<file path="src/rtl/bsg_rx_decoder.sv">
// Receive-side frame decoder: hunts the sync byte, deserialises two payload bytes and exposes them on the register bus.
// Define BSG_RX_PARITY_EN to expect and check a trailing even-parity bit after the payload.
module bsg_rx_decoder #(
  parameter int unsigned           DATA_WIDTH = 8,
  parameter logic [DATA_WIDTH-1:0] SYNC_WORD  = DATA_WIDTH'(8'hA5)
) (
  input  logic                  G_CLK_RX,
  input  logic                  rst,
  input  logic                  SER_IN,
  input  logic                  BIT_VALID,
  input  logic                  WRITE_ENABLE,
  input  logic                  READ_ENABLE,
  input  logic [DATA_WIDTH-1:0] ADDR_IN,
  input  logic [DATA_WIDTH-1:0] DATA_IN,
  output logic [DATA_WIDTH-1:0] DATA_OUT,
  output logic                  IRQ
);

  localparam int unsigned CNT_W = (DATA_WIDTH > 1) ? $clog2(DATA_WIDTH) : 1;
  localparam int unsigned PAY_W = 2 * DATA_WIDTH;

  localparam logic [DATA_WIDTH-1:0] ADDR_STATUS  = DATA_WIDTH'(8'h20);
  localparam logic [DATA_WIDTH-1:0] ADDR_DATA0   = DATA_WIDTH'(8'h21);
  localparam logic [DATA_WIDTH-1:0] ADDR_DATA1   = DATA_WIDTH'(8'h22);
  localparam logic [DATA_WIDTH-1:0] ADDR_CONTROL = DATA_WIDTH'(8'h23);
  localparam logic [CNT_W-1:0]      CNT_LAST     = CNT_W'(DATA_WIDTH - 1);

`ifdef BSG_RX_PARITY_EN
  typedef enum logic [1:0] {S_HUNT, S_BYTE0, S_BYTE1, S_PARITY} state_t;
`else
  typedef enum logic [1:0] {S_HUNT, S_BYTE0, S_BYTE1} state_t;
`endif

  state_t                  state;
  logic [DATA_WIDTH-1:0]   window;
  logic [CNT_W-1:0]        bit_cnt;
  logic [PAY_W-1:0]        payload;

  logic                    valid;
  logic                    overrun;
  logic                    parity_err;
  logic                    rx_en;
  logic                    irq_en;
  logic [DATA_WIDTH-1:0]   rx_data_0;
  logic [DATA_WIDTH-1:0]   rx_data_1;

  logic [DATA_WIDTH-1:0]   window_shift;
  logic [PAY_W-1:0]        payload_shift;
  logic [PAY_W-1:0]        commit_data;
  logic                    last_bit;
  logic                    busy;
  logic                    commit;
  logic                    ctrl_wr;
  logic                    ctrl_clr;
  logic                    rd_go;
  logic                    rd_data1;
  logic [DATA_WIDTH-1:0]   rd_mux;
  logic                    unused_bits;

  assign window_shift  = {window[DATA_WIDTH-2:0], SER_IN};
  assign payload_shift = {payload[PAY_W-2:0], SER_IN};
  assign last_bit      = (bit_cnt == CNT_LAST);
  assign busy          = (state != S_HUNT);
  assign ctrl_wr       = WRITE_ENABLE && (ADDR_IN == ADDR_CONTROL);
  assign ctrl_clr      = ctrl_wr && DATA_IN[1];
  assign rd_go         = READ_ENABLE && !WRITE_ENABLE;
  assign rd_data1      = rd_go && (ADDR_IN == ADDR_DATA1);
  assign IRQ           = valid & irq_en;

`ifdef BSG_RX_PARITY_EN
  logic parity_fail;

  // Frame completes on the parity bit; payload is already fully shifted in.
  always_comb begin
    commit      = 1'b0;
    parity_fail = 1'b0;
    commit_data = payload;
    if (rx_en && BIT_VALID && (state == S_PARITY)) begin
      if (SER_IN == ^payload) begin
        commit = 1'b1;
      end else begin
        parity_fail = 1'b1;
      end
    end
  end

  always_ff @(posedge G_CLK_RX or negedge rst) begin
    if (!rst) begin
      parity_err <= 1'b0;
    end else begin
      if (ctrl_clr) begin
        parity_err <= 1'b0;
      end
      if (parity_fail) begin
        parity_err <= 1'b1;
      end
    end
  end

  assign unused_bits = ^{DATA_IN[DATA_WIDTH-1:3], window[DATA_WIDTH-1]};
`else
  // Frame completes on the last payload bit, which is still in flight on SER_IN.
  always_comb begin
    commit      = 1'b0;
    commit_data = payload_shift;
    if (rx_en && BIT_VALID && (state == S_BYTE1) && last_bit) begin
      commit = 1'b1;
    end
  end

  assign parity_err  = 1'b0;
  assign unused_bits = ^{DATA_IN[DATA_WIDTH-1:3], window[DATA_WIDTH-1], payload[PAY_W-1]};
`endif

  // Sync hunt and payload deserialiser; clearing RX_EN abandons any partial frame.
  always_ff @(posedge G_CLK_RX or negedge rst) begin
    if (!rst) begin
      state   <= S_HUNT;
      window  <= '0;
      bit_cnt <= '0;
      payload <= '0;
    end else begin
      case (state)
        S_HUNT: begin
          if (BIT_VALID) begin
            window <= window_shift;
            if (rx_en && (window_shift == SYNC_WORD)) begin
              state   <= S_BYTE0;
              bit_cnt <= '0;
            end
          end
        end
        S_BYTE0, S_BYTE1: begin
          if (!rx_en) begin
            state   <= S_HUNT;
            window  <= '0;
            bit_cnt <= '0;
          end else if (BIT_VALID) begin
            payload <= payload_shift;
            bit_cnt <= last_bit ? '0 : bit_cnt + CNT_W'(1);
            if (last_bit) begin
              if (state == S_BYTE0) begin
                state <= S_BYTE1;
              end else begin
`ifdef BSG_RX_PARITY_EN
                state <= S_PARITY;
`else
                state  <= S_HUNT;
                window <= '0;
`endif
              end
            end
          end
        end
`ifdef BSG_RX_PARITY_EN
        S_PARITY: begin
          if (!rx_en || BIT_VALID) begin
            state   <= S_HUNT;
            window  <= '0;
            bit_cnt <= '0;
          end
        end
`endif
        default: begin
          state   <= S_HUNT;
          window  <= '0;
          bit_cnt <= '0;
        end
      endcase
    end
  end

  // Status flags, captured data and control; a new event wins over a same-cycle clear.
  always_ff @(posedge G_CLK_RX or negedge rst) begin
    if (!rst) begin
      valid     <= 1'b0;
      overrun   <= 1'b0;
      rx_en     <= 1'b0;
      irq_en    <= 1'b0;
      rx_data_0 <= '0;
      rx_data_1 <= '0;
    end else begin
      if (ctrl_wr) begin
        rx_en  <= DATA_IN[0];
        irq_en <= DATA_IN[2];
      end
      if (ctrl_clr) begin
        overrun <= 1'b0;
      end
      if (commit) begin
        valid     <= 1'b1;
        rx_data_0 <= commit_data[PAY_W-1 -: DATA_WIDTH];
        rx_data_1 <= commit_data[DATA_WIDTH-1:0];
        if (valid && !rd_data1) begin
          overrun <= 1'b1;
        end
      end else if (rd_data1) begin
        valid <= 1'b0;
      end
    end
  end

  always_comb begin
    rd_mux = '0;
    case (ADDR_IN)
      ADDR_STATUS:  rd_mux = DATA_WIDTH'({busy, parity_err, overrun, valid});
      ADDR_DATA0:   rd_mux = rx_data_0;
      ADDR_DATA1:   rd_mux = rx_data_1;
      ADDR_CONTROL: rd_mux = DATA_WIDTH'({irq_en, 1'b0, rx_en});
      default:      rd_mux = '0;
    endcase
  end

  always_ff @(posedge G_CLK_RX or negedge rst) begin
    if (!rst) begin
      DATA_OUT <= '0;
    end else if (rd_go) begin
      DATA_OUT <= rd_mux;
    end
  end

endmodule

</file>
<file path="config.mk">
export PLATFORM = sky130hd
export DESIGN_NAME = bsg_rx_decoder
export DESIGN_NICKNAME = d
export VERILOG_FILES = /design/src/rtl/bsg_rx_decoder.sv
export SDC_FILE = /design/constraint.sdc
export NUM_CORES = 1
export LEC_CHECK = 0
export CORE_MARGIN = 2
export CORE_UTILIZATION = 40
export CTS_BUF_LIST = sky130_fd_sc_hd__clkbuf_4
export DETAILED_ROUTE_END_ITERATION = 7
export PLACE_DENSITY_LB_ADDON = 0.08
export SYNTH_ARGS = -nofsm -noshare
export SYNTH_HDL_FRONTEND = slang
export SYNTH_SLANG_ARGS = --single-unit
export TNS_END_PERCENT = 100
</file>
<file path="constraint.sdc">
create_clock -name G_CLK_RX -period 5.5 [get_ports G_CLK_RX]
set_clock_uncertainty 0.15 [all_clocks]
set_input_delay 1.1 -clock G_CLK_RX [delete_from_list [all_inputs] [get_ports G_CLK_RX]]
set_output_delay 1.1 -clock G_CLK_RX [all_outputs]
set_load 0.1 [all_outputs]
</file>
; ---- Word level (Yosys, flattened, before mapping)
; Cells that the tools add are included.
[classes]
n_addsub = 1
n_eq_ne = 13
n_mux = 26
bitwise_logic = 1
reduce_logical = 19
[ops]
columns = cell, count
row1 = 7-bit two-way mux, 5
row2 = "8-bit by 6-bit equality test with 1-bit output, second input constant", 4
row3 = 8-bit one-hot mux with 4 select lines, 1
row4 = 3-bit two-way mux, 5
row5 = 7-bit one-hot mux with 2 select lines, 1
row6 = 2-bit two-way mux, 6
row7 = 1-bit logical AND, 9
row8 = "3-bit != test, second input constant", 3
row9 = "8-bit equality test, second input constant", 1
row10 = 4-bit AND reduction, 2
row11 = 1-bit two-way mux, 6
row12 = 3-bit one-hot mux with 2 select lines, 1
row13 = 3-bit AND reduction, 2
row14 = "2-bit != test, second input constant", 2
row15 = 2-bit one-hot mux with 2 select lines, 1
row16 = 2-bit nonzero test, 2
row17 = "3-bit by 1-bit adder with 3-bit output, second input constant", 1
row18 = "3-bit equality test, second input constant", 1
row19 = "2-bit by 1-bit equality test with 1-bit output, second input constant", 1
row20 = "2-bit equality test, second input constant", 1
row21 = 1-bit zero test, 2
row22 = 2-bit zero test, 1
row23 = 2-bit OR reduction, 1
row24 = 1-bit bitwise AND, 1
[totals]
reg_bits = 55
inputBits = 22
out_inout_bits = 9
elab_cells = 71

; ---- Longest topological paths before layout
[depth]
word_depth = 7
ltp_mapped = 7
depth_no_buf = 6

; ---- Worst setup path after synthesis
; No wires, ideal clock.
[synth_path]
kind = input port to flip-flop
start = in ADDR_IN[0]
end = reg DATA_OUT[0]
setup_time_ps = 122
arrival_time_ps = 2107
slack_ps = 3121
cell_stages = 3
path_buffers = 1
path_cell_list = clkbuf_1 -> mux4_1 -> a22o_1
[synth_via]
elab_chain_len = 2
elab_cells_between_ends = 5
[synth_rtl]
columns = item, line_no
row1 = "start, declared", 13  ; input logic [DATA_WIDTH-1:0] ADDR_IN,
row2 = 8-bit by 6-bit equality test with 1-bit output, 205  ; case (ADDR_IN)
row3 = 8-bit one-hot mux with 4 select lines *, 205
row4 = "end signal, assigned", 218  ; DATA_OUT <= rd_mux;
row5 = "end, declared", 15  ; output logic [DATA_WIDTH-1:0] DATA_OUT,
; Every way passes the cells marked *; elsewhere a longest branch is shown, timed or not.
; A chain may end at the register's enable or synchronous reset.

; ---- Worst setup path after layout
[layout_path]
start = reg irq_en
end = out IRQ
[layout_via]
elab_chain_len = 1
[layout_rtl]
columns = item, line_no
row1 = "start, declared", 43  ; logic irq_en;
row2 = "start signal, assigned", 185  ; irq_en <= DATA_IN[2];
row3 = 1-bit bitwise AND, 68  ; assign IRQ = valid & irq_en;
row4 = "end, declared", 16  ; output logic IRQ
; No other way between the ends.

==> results.json <==
{
  "ys_top_cells_by_count": "dfrtp_1, mux2_2, nand2_1",
  "ys.warnings.count": 0,
  "n_fill_cell": 545,
  "clock-root-buffer": "clkbuf_4",
  "arrival_ns": 2.05,
  "ys_ff_latch": 55,
  "gp_congestion": 0.769,
  "placement_rows": 28,
  "timing.final.crit_share_pct": 60.0,
  "post_cts_buffers": 0,
  "worstPathRequired_ns": 4.25,
  "yosysTopAreaCellShare_pct": 55.7,
  "grt_max_degree": 56,
  "syn_avg_cell_area_um2": 12.5,
  "final.setup.tns_ns": 0,
  "design_area_mm2": 0.00284,
  "status": "completed",
  "drc": 0,
  "grt_first_pass_wirelength_um": 7530,
  "crit_path_end_kind": "output port",
  "ir_worst_vdd_mv": 0.0955,
  "hold_path_class": "reg -> reg",
  "hold_violations": 0,
  "period_minus_slack_ns": 3.30,
  "start_util_pct": 41.5,
  "synth_cell_type_count": 35,
  "power.leakage_nw": 1.34,
  "worst_pin_slew_ns": 0.967,
  "synthTopCellsByArea": "dfrtp_1, mux2_2, nand2_1",
  "wl_um": 4450,
  "synth_area_leader_cell": "dfrtp_1",
  "power_density_mw_per_mm2": 258,
  "place_hpwl_um": 3160,
  "worst_slack_ns": 2.20,
  "diodes": 0,
  "final_layout_size_suffix_gt1_share_pct": 23.1,
  "antenna_found_initial": 0,
  "ctsResizeCount": 0,
  "clk_pin_slew_ns": 0.15,
  "stdcell_count": 300,
  "place_inst": 292,
  "synthToLayoutAreaGrowth_pct": 15.0,
  "syn_inst": 198,
  "fp.dieArea_mm2": 0.00682,
  "multiInputGateArea_mm2": 0.00105,
  "synth-edff-count": 0,
  "ctsHoldBuffers": 0,
  "via_per_inst": 5.13,
  "clk_latency_ns": 0.37,
  "antenna_left": 0,
  "max_slew_margin_pct": 35.3,
  "synthesis.area_mm2": 0.00247,
  "die_w_um": 82.6,
  "crit_type": "reg -> out",
  "synth_ff_type": "dfrtp_1",
  "cts_buffer_depth": 2,
  "synth.most_common_cell": "dfrtp_1",
  "max_freq_mhz": 303,
  "vias": 1540,
  "drt-pass1-iter-count": 4,
  "wl_per_cell_um": 14.8,
  "synth_nets": 227,
  "numPortBuffers": 25,
  "rsz0062_at_grt": "false",
  "worstPathMaxFanout": 3,
  "gr-total-overflow": 0,
  "layout.nets": 253,
  "core_area_mm2": 0.00596,
  "fp.dieH_um": 82.6,
  "synth_seq_area_share_pct": 55.7,
  "detailedPlace.worstSlack_ns": 2.36,
  "cts_buffers": 5,
  "drt_iter0_drc": 68,
  "grt_pass1_vias": 1522,
  "async_reset_ff_share_pct": 100,
  "cp-start-kind": "flop",
  "slew_viol_final": 0,
  "cts_tree": "yes",
  "clkSinkCount": 55,
  "htree_num_levels": 2,
  "placed_cell_area_mm2": 0.00278,
  "track_usage_pct": 14.8,
  "cap_violations": 0,
  "seqCellArea_mm2": 0.00138,
  "setup_viol": 0,
  "ios": 31
}
[cells by family after synthesis]
group,after synthesis,share of synthesized area [%]
AO/OA/AOI/OAI,34,9.06
adder cells (fa/ha/maj),7,3.54
buffers and inverters,11,1.97
flip-flops,55,55.7
multiplexers,38,18.0
AND/OR/NAND/NOR,53,11.7
[flip-flops by register name (all words and copies together) (netlist names)]
name       flops
rx_data_1      8
payload       15
valid          1
irq_en         1
rx_en          1
window         7
overrun        1
bit_cnt        3
DATA_OUT       8
rx_data_0      8
state          2
[placed cells by master, fill, tap and decap left out, types with 4 or more instances in the layout]
cell type,count
ha_1,7
inv_1,4
dfrtp_1,55
nand2_1,29
o31ai_1,5
nor2_1,5
mux2_2,34
o21ai_0,14
a22oi_1,5
a22o_1,4
clkdlybuf4s50_1,24
clkbuf_4,6
[power by group]
group          switching (mW)  internal [mW]  total [mW]
Combinational          0.0672         0.0495       0.117
Clock                   0.122         0.0546       0.177
Sequential             0.0155          0.423       0.438
Total                   0.205          0.527       0.732
[area by class of cell]
type | count | area share [%]
Inverter | 4 | 0.528
Clock buffer | 6 | 1.59
Tap cell | 75 | 3.30
Timing Repair Buffer | 26 | 8.89
Multi-Input combinational cell | 132 | 36.8
Clock inverter | 2 | 0.440
Sequential cell | 55 | 48.4
[final timing paths]
path                                              start                 endpoint  slack (ns)  cells past startpoint
worst max-delay path                 irq_en$_DFFE_PN0P_                      IRQ        2.20                      2
worst min-delay path            DATA_OUT[7]$_DFFE_PN0P_  DATA_OUT[7]$_DFFE_PN0P_        0.35                      2
worst max register to register     state[1]$_DFFE_PN0P_    window[2]$_DFFE_PN0P_        3.09                      5
worst min register to register  DATA_OUT[7]$_DFFE_PN0P_  DATA_OUT[7]$_DFFE_PN0P_        0.35                      2
max in group asynchronous                           rst   payload[8]$_DFFE_PN0P_        4.07                      2
min in group asynchronous                           rst   bit_cnt[1]$_DFFE_PN0P_        0.69                      2
[per-layer routing]
layer	routed length (µm)	vias to the layer above	share of wire [%]	track usage [%]
li1	-	757	-	-
met1	2280	736	51	20.8
met2	1890	42	42	22.3
met3	221	5	5.0	2.93
met4	60	0	1.3	5.90
met5	0	-	0	0
[worst max-delay path, stage by stage (launching register included)]
cell	delay [ns]
dfrtp_1	0.42
and2_1	0.14
clkdlybuf4s50_1	1.13
[metrics by stage]
stage | hold WS (ns) | util, % | power, mW
finish | 0.347 | 47.7 | 0.732
global route | 0.388 | 47.7 | 0.780
CTS | 0.356 | 47.7 | 0.743
detailed placement | 0.322 | 46.7 | 0.564
global placement | 0.310 | 46.7 | 0.557
floorplan | 0.294 | - | 0.522
Power figures use the tool's default switching activity.
==> RTL edit 1: new RTL, config.mk and constraints unchanged <==
Change the parameter `DATA_WIDTH` from 8 to 16.
--- a/src/rtl/bsg_rx_decoder.sv
+++ b/src/rtl/bsg_rx_decoder.sv
@@ -3,3 +3,3 @@
 module bsg_rx_decoder #(
-  parameter int unsigned           DATA_WIDTH = 8,
+  parameter int unsigned           DATA_WIDTH = 16,
   parameter logic [DATA_WIDTH-1:0] SYNC_WORD  = DATA_WIDTH'(8'hA5)
Ports: changed (resized ADDR_IN, DATA_IN and DATA_OUT); port bits go from 31 to 55. No check against the original RTL was run, so the function may have changed too.
==> RTL edit 1 against the original RTL <==
The flow now finishes with violations (DRC). Clock power grew 140%. Area after synthesis increased by 93%. Design area increased by 90%. Synthesized cell count is 87% higher. Total power up 83%. Setup slack worse by 0.11 ns. Sequential cell count increased by 49. Wire length is 110% higher. First-iteration DRC count grew 87%. Worst hold slack got worse by 0.0048 ns. Non-clock buffer count is 19 higher.
==> RTL edit 1: results (changes against the original RTL) <==
Global routing
  – Vias in the first global route: 3135 (+110%)
  – GRT Util Overall: 16.3% (+1.5 points)
  – Maximum number of pins on one net before global-route repair: 54 (-3.6%)
  – First-pass GRT wire length: 16.3 mm (+120%)

Yosys
  – Synthesized Nets: 415 (+83%)
  – Ys async rst share: 100% (unchanged)
  – Sequential element share of the synthesized area: 54.7% (-1.0 points)
  – Gate Count Post-Synth: 371 (+87%)
  – Synth area leaders: dfrtp_1 55%, mux2_2 15%, a22o_1 5.0%, nand2_1 2.8%, a21o_1 2.1%
  – Top cell types by occurrence after synthesis: 104 x dfrtp_1, 63 x mux2_2, 36 x nand2_1
  – Distinct cells, synth: 49 (+40%)

Routing
  – WL met3: 388 um (+76%)
  – Drt pass-1 iters: 6 (+2)
  – M1 WL: 4.87 mm (+110%)
  – Met2 Wirelength: 4.07 mm (+110%)
  – Final WL: 9.50 mm (+110%)
  – Drt wl/cell: 17.1 um (+16%)
  – Via Count: 3002 (+95%)
  – DRC: 12 (+12)
  – Iteration-0 DRC Markers: 127 (+87%)

Clock tree
  – H-tree level count: 3 (+1)
  – Setup repair bufs after CTS: 0 (unchanged)
  – Clock buffer depth: 2 (unchanged)
  – Clk Latency, worst-skew pair: 0.48 ns (+0.11 ns)
  – Num CTS Buffers: 9 (+4)

Finish
  – Nets: 449 (+77%)
  – Proportion of layout cells with a drive suffix above 1: 25.4% (+2.3 points)
  – Layout filler cell count: 1093 (+100%)
  – Max reg flops: 31 (+16)
  – Largest Register: payload

Outcome
  – Failing checks: DRC
  – Status: finished, violations left

Worst setup path
  – WP data arrival: 2.16 ns (+0.11 ns)
  – Critical path fanouts, max: 3 (unchanged)

Placement
  – Cells after DPL: 537 (+84%)
  – HPWL Detailed: 6.11 mm (+93%)
  – I/O Buffers: 41 (+64%)
  – Dpl cell area: 0.00525 mm2 (+89%)
  – Routability cong.: 0.772 (+0.39%)

Power and ir drop
  – Max IR drop VDD: 212 uV (+120%)
  – Leakage: 2.59 nW (+93%)

Timing
  – Worst relative slew slack: 27.5% (-7.9 points)
==> RTL edit 1: cell types whose count changed in the layout (fill, tap and decap cells not counted), moves of 7 or more <==
| cell | delta |
|---|---|
| a22o_1 | +23 |
| nand2_1 | +7 |
| a21o_1 | +13 |
| dfrtp_1 | +49 |
| clkdlybuf4s50_1 | +16 |
| mux2_2 | +29 |
==> RTL edit 1: cells by family (layout without fill, tap and decap cells) <==
logic type	after synthesis	in the layout	share of synthesized area (%)
other cells	0	1	0
mux	68	68	16.3
simple gates	81	81	11.1
buf+inv	28	67	3.15
flops	104	104	54.7
compound gates	84	84	13.2
fa+ha+maj	6	6	1.58
==> RTL edit 1: power breakdown <==
part           total [mW]  internal, mW  leakage, nW  switching, mW
Combinational       0.139        0.0518         1.07         0.0870
Sequential          0.786         0.774         1.45         0.0121
Clock               0.417         0.150       0.0760          0.267
Total                1.34         0.975         2.59          0.367
==> RTL edit 1: final cells by class <==
cell class	count	area [um2]	area share, %
flip-flops and latches	104	2600	48.1
well taps	143	179	3.31
clock buffers	10	75.1	1.39
inverters	6	22.5	0.416
repair buffers	45	438	8.10
diodes	1	2.50	0.0463
clock inverters	6	78.8	1.46
multi-input cells	239	2010	37.2
==> RTL edit 1: layer usage <==
| metal | up-vias | track usage (%) |
|---|---|---|
| li1 | 1432 | - |
| met1 | 1510 | 24.2 |
| met2 | 49 | 23.6 |
| met3 | 11 | 2.57 |
| met4 | 0 | 7.32 |
| met5 | - | 0 |
==> RTL edit 1: worst paths after layout <==
check                                    from      endpoint  slack, ns  depth (start not counted)
min in group asynchronous                 rst   DATA_OUT[9]       0.46                          1
worst max register to register       state[0]     window[2]       3.04                          5
worst min register to register  rx_data_0[13]  DATA_OUT[13]       0.34                          1
worst max-delay path                   irq_en           IRQ       2.09                          2
worst min-delay path            rx_data_0[13]  DATA_OUT[13]       0.34                          1
max in group asynchronous                 rst     window[2]       3.56                          2
==> RTL edit 1: worst max-delay path, delay by kind of cell (launching register included) <==
family	cells	cell delay (ns)
simple gates	1	0.14
flops	1	0.42
buf+inv	1	1.13
==> RTL edit 1: stage by stage <==
| step | setup WS, ns | utilization [%] |
|---|---|---|
| 5_1_grt | 1.99 | 46.9 |
| 4_1_cts | 2.04 | 46.9 |
| 6_report | 2.09 | 47.0 |
| 3_3_place_gp | 1.85 | 45.6 |
| 2_1_floorplan | 3.05 | - |
| 3_5_place_dp | 1.80 | 45.6 |
==> RTL edit 2: new RTL, same flow settings <==
Made on the original files. Encoding of `state_t`: now one-hot (3 bits for 3 states).
--- a/src/rtl/bsg_rx_decoder.sv
+++ b/src/rtl/bsg_rx_decoder.sv
@@ -30,3 +30,3 @@
 `else
-  typedef enum logic [1:0] {S_HUNT, S_BYTE0, S_BYTE1} state_t;
+  typedef enum logic [2:0] {S_HUNT = 3'b001, S_BYTE0 = 3'b010, S_BYTE1 = 3'b100} state_t;
 `endif
Check against the original RTL: no difference found for any inputs over 10 cycles, from zero or initial values and one cycle with rst low; not proved beyond that.
==> RTL edit 2 against the original RTL <==
Design area increased by 0.62%. Area after synthesis increased by 1.2%. Via count increased by 0.26%. Sequential cell count increased by 1. Wire length increased by 5.7%. Core utilization about the same. Register-to-register slack got worse by 0.04 ns. Count of clock-buffer cells in the layout decreased by 1. Setup slack improved by 0.023 ns.
Power is not compared: it rests on default switching activity, and its combinational part moved more than twofold at a synthesized area within 25%.
==> RTL edit 2: results (changes against the original RTL) <==
Yosys
  – Sequential element share of the synthesized area: 56.1% (+0.41 points)
  – Distinct cells, synth: 42 (+20%)
  – Synth area leaders: dfrtp_1 55%, mux2_2 10%, mux2_4 4.2%, nand2_1 2.9%, a22o_1 2.8%
  – Synth Area in XOR/XNOR: 0% (unchanged)
  – Proportion of synthesized area in mux cells: 20.1% (+2.1 points)
  – Ys async rst share: 100% (unchanged)
  – Post-synthesis adder-cell area fraction: 1.00% (-2.5 points)
  – Synthesized Nets: 216 (-4.8%)
  – Top cell types by occurrence after synthesis: 55 x dfrtp_1, 23 x mux2_2, 19 x nand2_1
  – Synthesis Warnings: 0 (unchanged)
  – Dominant synthesized flop cell: dfrtp_1
  – Synth Area in Compound Gates: 8.36% (-0.70 points)

Routing
  – Iteration-0 DRC Markers: 86 (+26%)
  – M1 WL: 2.07 mm (-9.1%)
  – Met2 Wirelength: 2.35 mm (+24%)
  – DR top layer: met4
  – Drt wl/cell: 16.0 um (+7.5%)
  – Drt pass-1 iters: 4 (unchanged)
  – WL met3: 211 um (-4.5%)
  – Via Count: 1544 (+0.26%)

Finish
  – Nets: 243 (-4.0%)
  – Proportion of layout cells with a drive suffix above 1: 22.3% (-0.84 points)
  – Post-Layout Inst Area: 0.00286 mm2 (+0.62%)
  – Layout filler cell count: 530 (-2.8%)
  – Antenna cells: 0 (unchanged)
  – Largest Register: payload
  – Max reg flops: 15 (unchanged)

Global routing
  – Vias in the first global route: 1610 (+5.8%)
  – GRT Util Overall: 14.6% (-0.11 points)
  – Maximum number of pins on one net before global-route repair: 57 (+1.8%)
  – First-pass GRT wire length: 8.07 mm (+7.2%)
  – Initial antenna violation count: 0 (unchanged)

Placement
  – Routability cong.: 0.847 (+10%)
  – HPWL Detailed: 3.36 mm (+6.3%)
  – Dpl cell area: 0.00280 mm2 (+0.67%)
  – I/O Buffers: 25 (unchanged)

Power and ir drop
  – Leakage: 1.35 nW
  – Max IR drop VDD: between 100 and 150 uV

Clock tree
  – Clock buffer depth: 2 (unchanged)
  – Clk Latency, worst-skew pair: between 0.3 and 0.4 ns
  – Setup repair bufs after CTS: 0 (unchanged)
  – Post-CTS Resized: 0 (unchanged)
  – H-tree level count: 2 (unchanged)
  – Num CTS Buffers: 5 (unchanged)
  – Worst-path clk slew: 0.16 ns
  – Root Driver: clkbuf_4

Min path
  – Worst Hold Class: flop to flop

Worst setup path
  – Critical path fanouts, max: 3 (unchanged)
  – WP data arrival: 2.03 ns (-0.02 ns)

Outcome
  – Status: finished clean

Timing
  – Actual slew at the worst max-slew pin: 1.10 ns (+0.131 ns)
## RTL edit 2: cell count changes after synthesis, moves of 4 or more
cell	delta
mux2_2	-11
nand2_1	-10
o21ai_0	-9
mux2_4	+6
ha_1	-5
inv_1	+5
mux2i_1	+5
a22o_1	+4
mux2_1	+4
## RTL edit 2: final timing paths
check	startpoint	end	slack [ns]	cells after the start
max	irq_en	IRQ	2.22	2
min	DATA_OUT[4]	DATA_OUT[4]	0.35	2
max reg2reg	bit_cnt[0]	rx_data_1[2]	3.05	5
min reg2reg	DATA_OUT[4]	DATA_OUT[4]	0.35	2
max in group asynchronous	rst	window[4]	4.04	2
min in group asynchronous	rst	payload[10]	0.69	2
## RTL edit 2: routing by layer
| layer | GRT usage [%] | vias up |
|---|---|---|
| met5 | 0 | - |
| li1 | - | 743 |
| met4 | 5.81 | 0 |
| met3 | 3.28 | 7 |
| met2 | 24.9 | 37 |
| met1 | 18.1 | 757 |
## RTL edit 2: worst max-delay path, stage by stage (launching register included)
cell,delay [ns]
dfrtp_1,0.41
and2_1,0.13
clkdlybuf4s50_1,1.12
## RTL edit 2: final cells by class
cell class	instances	area share, %
inverter	9	1.18
sequential	56	49.1
clock inverter	3	0.656
clock buffer	5	1.31
multi-input combinational	120	35.4
timing repair buffer	27	9.10
tap	75	3.28
## RTL edit 2: per-stage QoR
step                setup slack, ns  instances
global placement               2.08        287
global route                   2.11        295
CTS                            2.19        295
detailed placement             2.02        287
floorplan                      3.06        192
finish                         2.22        295
## RTL edit 2: power by group
group          total, mW  internal [mW]  switching, mW
Clock              0.175         0.0495          0.125
Combinational     0.0500         0.0234         0.0266
Sequential         0.434          0.424        0.00991
Total              0.658          0.497          0.162
